$ cat config.mk
export PLATFORM = sky130hd
export DESIGN_NAME = ex_stage_pipe
export DESIGN_NICKNAME = d
export VERILOG_FILES = /design/src/rtl/ex_pkg.sv /design/src/rtl/ex_mul_iter.sv /design/src/rtl/ex_stage_pipe.sv
export SDC_FILE = /design/constraint.sdc
export NUM_CORES = 1
export LEC_CHECK = 0
export ABC_AREA = 1
export BUFFER_PORTS_ARGS = -buffer_cell sky130_fd_sc_hd__buf_2
export CAP_MARGIN = 20
export CORE_MARGIN = 3
export CORE_UTILIZATION = 50
export DETAILED_ROUTE_END_ITERATION = 12
export PLACE_DENSITY = 0.86
export SETUP_SLACK_MARGIN = 0.3
export SYNTH_ARGS = -nofsm -noshare
export SYNTH_HDL_FRONTEND = slang
export SYNTH_HIERARCHICAL = 1
export SYNTH_SLANG_ARGS = --single-unit
$ cat constraint.sdc
create_clock -name clk -period 9.7 [get_ports clk]
set_input_delay 0.97 -clock clk [delete_from_list [all_inputs] [get_ports clk]]
set_output_delay 0.97 -clock clk [all_outputs]
set_load 0.02 [all_outputs]
$ cat src/rtl/ex_pkg.sv
// Shared definitions for the execute stage: ALU operation classes, funct codes,
// FSM states and the ALU decode helper. MUL exists only with EX_STAGE_PIPE_MDU_EN.
package ex_pkg;

  localparam logic [1:0] ALUOP_ADD   = 2'b00;
  localparam logic [1:0] ALUOP_SUB   = 2'b01;
  localparam logic [1:0] ALUOP_FUNCT = 2'b10;

  localparam logic [5:0] FUNCT_ADD = 6'h20;
  localparam logic [5:0] FUNCT_SUB = 6'h22;
  localparam logic [5:0] FUNCT_AND = 6'h24;
  localparam logic [5:0] FUNCT_OR  = 6'h25;
  localparam logic [5:0] FUNCT_NOR = 6'h27;
  localparam logic [5:0] FUNCT_SLT = 6'h2A;
  localparam logic [5:0] FUNCT_MUL = 6'h18;

  typedef enum logic [1:0] {
    IDLE = 2'd0,
    FULL = 2'd1
`ifdef EX_STAGE_PIPE_MDU_EN
    , MUL = 2'd2
`endif
  } state_e;

  typedef enum logic [2:0] {
    ALU_ADD,
    ALU_SUB,
    ALU_AND,
    ALU_OR,
    ALU_NOR,
    ALU_SLT,
    ALU_MUL
  } alu_op_e;

  function automatic alu_op_e decodeAlu(input logic [1:0] aluop, input logic [5:0] funct);
    alu_op_e op;
    op = ALU_ADD;
    case (aluop)
      ALUOP_ADD: op = ALU_ADD;
      ALUOP_SUB: op = ALU_SUB;
      ALUOP_FUNCT: begin
        case (funct)
          FUNCT_ADD: op = ALU_ADD;
          FUNCT_SUB: op = ALU_SUB;
          FUNCT_AND: op = ALU_AND;
          FUNCT_OR:  op = ALU_OR;
          FUNCT_NOR: op = ALU_NOR;
          FUNCT_SLT: op = ALU_SLT;
`ifdef EX_STAGE_PIPE_MDU_EN
          FUNCT_MUL: op = ALU_MUL;
`else
          FUNCT_MUL: op = ALU_ADD;
`endif
          default:   op = ALU_ADD;
        endcase
      end
      default: op = ALU_ADD;
    endcase
    return op;
  endfunction

endpackage

$ cat src/rtl/ex_mul_iter.sv
// Iterative shift-add multiplier: one partial product per cycle for XLEN cycles,
// returning the low XLEN bits. o_done pulses during the final iteration.
module ex_mul_iter #(
  parameter int XLEN = 32
) (
  input  logic            clk,
  input  logic            rst,
  input  logic            i_start,
  input  logic            i_abort,
  input  logic [XLEN-1:0] i_a,
  input  logic [XLEN-1:0] i_b,
  output logic            o_done,
  output logic [XLEN-1:0] o_result
);

  localparam int CW = $clog2(XLEN);

  logic [CW-1:0]   r_count;
  logic            r_active;
  logic [XLEN-1:0] r_acc;
  logic [XLEN-1:0] r_mcand;
  logic [XLEN-1:0] r_mplier;
  logic [XLEN-1:0] w_nextAcc;
  logic            w_lastIter;

  // The result is taken combinationally from the last addition so that the
  // owner can register it on the same edge that ends the iteration.
  assign w_nextAcc  = r_acc + (r_mplier[0] ? r_mcand : '0);
  assign w_lastIter = r_active && (r_count == CW'(XLEN - 1));
  assign o_done     = w_lastIter;
  assign o_result   = w_nextAcc;

  always_ff @(posedge clk or posedge rst) begin
    if (rst) begin
      r_count  <= '0;
      r_active <= 1'b0;
      r_acc    <= '0;
      r_mcand  <= '0;
      r_mplier <= '0;
    end else if (i_abort) begin
      r_count  <= '0;
      r_active <= 1'b0;
    end else if (i_start) begin
      r_count  <= '0;
      r_active <= 1'b1;
      r_acc    <= '0;
      r_mcand  <= i_a;
      r_mplier <= i_b;
    end else if (r_active) begin
      r_acc    <= w_nextAcc;
      r_mcand  <= r_mcand << 1;
      r_mplier <= r_mplier >> 1;
      r_count  <= w_lastIter ? '0 : r_count + 1'b1;
      if (w_lastIter) r_active <= 1'b0;
    end
  end

endmodule

$ cat src/rtl/ex_stage_pipe.sv
// Execute pipeline stage with valid/ready handshakes on both sides and an output
// holding register. The iterative MUL path is built only with EX_STAGE_PIPE_MDU_EN.
module ex_stage_pipe
  import ex_pkg::*;
#(
  parameter int XLEN = 32,
  parameter int RAW  = 5
) (
  input  logic            clk,
  input  logic            rst,
  input  logic            in_valid,
  output logic            in_ready,
  input  logic            branch,
  input  logic            memread,
  input  logic            memwrite,
  input  logic            memtoreg,
  input  logic            regwrite,
  input  logic            regdst,
  input  logic            alusrc,
  input  logic [1:0]      aluop,
  input  logic [XLEN-1:0] pc4,
  input  logic [XLEN-1:0] data1,
  input  logic [XLEN-1:0] data2,
  input  logic [XLEN-1:0] seimm,
  input  logic [RAW-1:0]  rt,
  input  logic [RAW-1:0]  rd,
  input  logic            flush,
  output logic            out_valid,
  input  logic            out_ready,
  output logic            branch_out,
  output logic            memread_out,
  output logic            memwrite_out,
  output logic            memtoreg_out,
  output logic            regwrite_out,
  output logic [XLEN-1:0] btarget,
  output logic [XLEN-1:0] alurslt,
  output logic [XLEN-1:0] data2_out,
  output logic            zero,
  output logic [RAW-1:0]  wrreg_out,
  output logic            busy
);

  state_e          r_state;
  state_e          w_nextState;
  state_e          w_acceptTarget;
  alu_op_e         w_aluOp;
  logic [XLEN-1:0] w_opB;
  logic [XLEN-1:0] w_aluResult;
  logic [XLEN-1:0] w_btarget;
  logic            w_accept;
  logic            w_isMul;

  logic [4:0]      r_ctrl;
  logic [XLEN-1:0] r_btarget;
  logic [XLEN-1:0] r_alurslt;
  logic [XLEN-1:0] r_data2;
  logic            r_zero;
  logic [RAW-1:0]  r_wrreg;

  assign w_opB     = alusrc ? seimm : data2;
  assign w_btarget = pc4 + (seimm << 2);
  assign w_aluOp   = decodeAlu(aluop, seimm[5:0]);
  assign w_accept  = in_valid && in_ready;

  always_comb begin
    w_aluResult = data1 + w_opB;
    case (w_aluOp)
      ALU_ADD: w_aluResult = data1 + w_opB;
      ALU_SUB: w_aluResult = data1 - w_opB;
      ALU_AND: w_aluResult = data1 & w_opB;
      ALU_OR:  w_aluResult = data1 | w_opB;
      ALU_NOR: w_aluResult = ~(data1 | w_opB);
      ALU_SLT: w_aluResult = {{(XLEN-1){1'b0}}, ($signed(data1) < $signed(w_opB))};
      default: w_aluResult = data1 + w_opB;
    endcase
  end

`ifdef EX_STAGE_PIPE_MDU_EN
  logic            w_mulDone;
  logic [XLEN-1:0] w_mulResult;

  assign w_isMul        = (w_aluOp == ALU_MUL);
  assign w_acceptTarget = w_isMul ? MUL : FULL;

  ex_mul_iter #(.XLEN(XLEN)) u_mul (
    .clk      (clk),
    .rst      (rst),
    .i_start  (w_accept && w_isMul),
    .i_abort  (flush),
    .i_a      (data1),
    .i_b      (w_opB),
    .o_done   (w_mulDone),
    .o_result (w_mulResult)
  );
`else
  assign w_isMul        = 1'b0;
  assign w_acceptTarget = FULL;
`endif

  always_ff @(posedge clk or posedge rst) begin
    if (rst) r_state <= IDLE;
    else     r_state <= w_nextState;
  end

  always_comb begin
    w_nextState = r_state;
    if (flush) begin
      w_nextState = IDLE;
    end else begin
      case (r_state)
        IDLE: if (w_accept) w_nextState = w_acceptTarget;
        FULL: if (out_ready) w_nextState = w_accept ? w_acceptTarget : IDLE;
`ifdef EX_STAGE_PIPE_MDU_EN
        MUL:  if (w_mulDone) w_nextState = FULL;
`endif
        default: w_nextState = IDLE;
      endcase
    end
  end

  // Flush blocks acceptance so a simultaneous upstream transfer is dropped.
  always_comb begin
    in_ready  = 1'b0;
    out_valid = 1'b0;
    busy      = 1'b0;
    case (r_state)
      IDLE: in_ready = !flush;
      FULL: begin
        out_valid = 1'b1;
        in_ready  = out_ready && !flush;
      end
`ifdef EX_STAGE_PIPE_MDU_EN
      MUL:  busy = 1'b1;
`endif
      default: ;
    endcase
  end

  always_ff @(posedge clk or posedge rst) begin
    if (rst) begin
      r_ctrl    <= '0;
      r_btarget <= '0;
      r_alurslt <= '0;
      r_data2   <= '0;
      r_zero    <= 1'b0;
      r_wrreg   <= '0;
    end else begin
      if (w_accept) begin
        r_ctrl    <= {branch, memread, memwrite, memtoreg, regwrite};
        r_btarget <= w_btarget;
        r_data2   <= data2;
        r_wrreg   <= regdst ? rd : rt;
        if (!w_isMul) begin
          r_alurslt <= w_aluResult;
          r_zero    <= (w_aluResult == '0);
        end
      end
`ifdef EX_STAGE_PIPE_MDU_EN
      else if (w_mulDone && !flush) begin
        r_alurslt <= w_mulResult;
        r_zero    <= (w_mulResult == '0);
      end
`endif
    end
  end

  assign {branch_out, memread_out, memwrite_out, memtoreg_out, regwrite_out} = r_ctrl;
  assign btarget   = r_btarget;
  assign alurslt   = r_alurslt;
  assign data2_out = r_data2;
  assign zero      = r_zero;
  assign wrreg_out = r_wrreg;

endmodule
==> out/metrics.cfg <==
[timing]
tns_ns=0
tightest_slew_ns=1.09
rsz0062_at_grt=no
max_freq_mhz=213
hold_viol=0
timing.hold.ws_ns=0.479
finalCriticalPeriod_ns=4.68
relSlewSlack_pct=27.1
skew_ns=0.00971
finalSetupViolations=0
period_share_pct=48.3
maxSlewViolCount=0

[cells_and_area]
fin_util_pct=58.2
finalNetCount=2755
syn_to_final_growth_pct=13.6
seq_area_mm2=0.00270
n_fill_cell=2625
multi_input_area_mm2=0.00851
drive_gt1_share_pct=12.3
layout.cells.non_filler=2808
diodes=0

[drt]
num_vias=15323
postRouteAntennaNets=0
via_per_inst=5.46
wl_um=52200
wl_per_cell_um=18.6
drt_iter0_markers=1436
first_pass_iters=6
drc=0

[die]
core_mm2=0.0254
die_w_um=167
rows=58
fp.dieArea_mm2=0.0280
initial_core_util_pct=51.2
pin_count=262
die_y_um=167

[critical_path]
cp-start-kind=input port
cp.arrival_ns=4.98
path_max_fanout=64
cp-end-kind=flip-flop
path_class=in -> reg
required_ns=10.00

[pwr]
total_power_uw=1990
leakagePower_uw=0.00892
power_density_mw_per_mm2=135
ir_drop_mv=0.109

[yosys]
synth_edf_count=0
ys_ff_latch=108
yosysTopAreaCellShare_pct=23.8
synth_common_cells=nand2_1, inv_1, nor2_1
yosys_warnings=6
syn_nets=2542
yosysSeqAreaShare_pct=20.8
synthMostInstantiatedCell=nand2_1
synth.avg_cell_area_um2=5.76
yosys.area.top_type=nand2_1
syn_inst=2260
synthTopCellsByArea=nand2_1, dfrtp_1, ha_1
synth_area_mm2=0.0130
ys_types=47
synthFlopType=dfrtp_1
ys_async_sr_fraction_pct=100

[placed_design]
placed_cells=2792
dp_hpwl_um=43300
io_buffer_count=260
gp_congestion=1.07

[grt]
grt_pass1_wl_um=80600
grt_usage_pct=36.5
antenna_found_initial=2
grt_start_max_net_pins=86
grt_pass1_vias=14737
grt_overflow=0

[clock_tree]
cts_sinks=108
worstSkewPairLatency_ns=0.36
cts_tree=built
clock_path_buffers=2
htree_levels=3
cts_resized=0
clock-root-buffer=clkbuf_16
numCtsBuffers=9
hold_buffers=0
post_cts_buffers=0
path_clk_slew_ns=0.08

[hold_path]
hold_path.class=reg -> reg

[job]
max_cap_viol_count=0

[status]
status=complete, no violations

## cell families after synthesis
group	after synthesis	synth area share, %
AOI/OAI and AO/OA	237	9.80
xor gates and xnor gates	33	2.22
adders and majority gates	130	12.7
buffers and inverters	469	14.0
DFF	108	20.8
other	1	0.0288
and+or+nand+nor	1282	40.6
## power breakdown
group / internal [µW] / switching, µW / total (µW) / leakage, µW
clock network: 190 / 214 / 404 / 0.000150
registers: 538 / 48.0 / 585 / 0.00134
logic: 308 / 697 / 1000 / 0.00743
total: 1040 / 959 / 1990 / 0.00892
## through the flow
step	instance area [µm²]	worst slack, ns
after global routing	14800	4.81
after detailed placement	14500	4.78
after floorplan	13000	5.88
final	14800	5.02
after global placement	14500	4.76
after CTS	14800	5.15
## sequential cells by signal, summed over array words and instances, names as in the netlist
signal and count:
r_state 1, r_ctrl 5, zero 1, data2_out 32, alurslt 32, wrreg_out 5
btarget 32
## worst paths after layout
kind	slack, ns	startpoint	endpoint	depth (start not counted)
hold reg to reg	0.48	data2_out[30]	data2_out[30]	2
setup / recovery	5.02	alusrc	zero	18
hold / removal	0.48	data2_out[30]	data2_out[30]	2
max in group asynchronous	7.80	rst	alurslt[12]	3
setup reg to reg	7.14	r_state[0]	alurslt[18]	8
min in group asynchronous	0.67	rst	data2_out[17]	2
## metal layers
layer  track usage [%]  wire length [µm]
met5                 0                32
met4              12.4              1890
met3              7.03              5050
met2              58.6             23200
met1              49.4             22000
## critical path, stage by stage
cell      delay, ns
buf_2          0.78
o21ai_0        0.45
ha_1           0.52
nor2_1         0.33
nand2_1        0.18
nor2_1         0.17
nand2_1        0.09
nand3_1        0.12
nand2_1        0.06
nand3_1        0.12
nand3b_1       0.09
nor2_1         0.31
nand2_1        0.10
nor2_1         0.10
nand2_1        0.10
nor2_1         0.24
nand4_1        0.12
nand2_1        0.09
## final cells by class
| type | count | share of cell area [%] |
|---|---|---|
| inverter | 408 | 10.4 |
| multi-input combinational | 1683 | 57.5 |
| timing repair buffer | 263 | 8.95 |
| tap | 330 | 2.79 |
| clock inverter | 6 | 0.457 |
| clock buffer | 10 | 1.62 |
| sequential | 108 | 18.3 |
## layout by cell type (no fill, tap or decap), types with 3 or more instances in the layout
master | Yosys | layout
and2_1 | 10 | 10
a31oi_1 | 4 | 4
nor3_2 | 3 | 3
nand2_2 | 3 | 3
ha_1 | 127 | 127
buf_2 | 24 | 260
nor2_1 | 190 | 189
a21o_1 | 3 | 3
nand3b_1 | 9 | 9
buf_4 | 5 | 3
fa_1 | 3 | 3
xor2_1 | 24 | 24
dfrtp_1 | 108 | 108
nor3_1 | 22 | 22
a21oi_1 | 78 | 78
and3_1 | 3 | 3
o21a_1 | 4 | 4
inv_2 | 5 | 5
nand2_1 | 826 | 825
xnor2_1 | 9 | 9
nand3_1 | 170 | 170
clkbuf_16 | 0 | 9
nand4_1 | 30 | 30
inv_1 | 403 | 402
or2_2 | 7 | 7
o22ai_1 | 8 | 8
o21ai_0 | 119 | 119
inv_6 | 0 | 3
o21bai_1 | 8 | 8
Power figures use the tool's default switching activity.
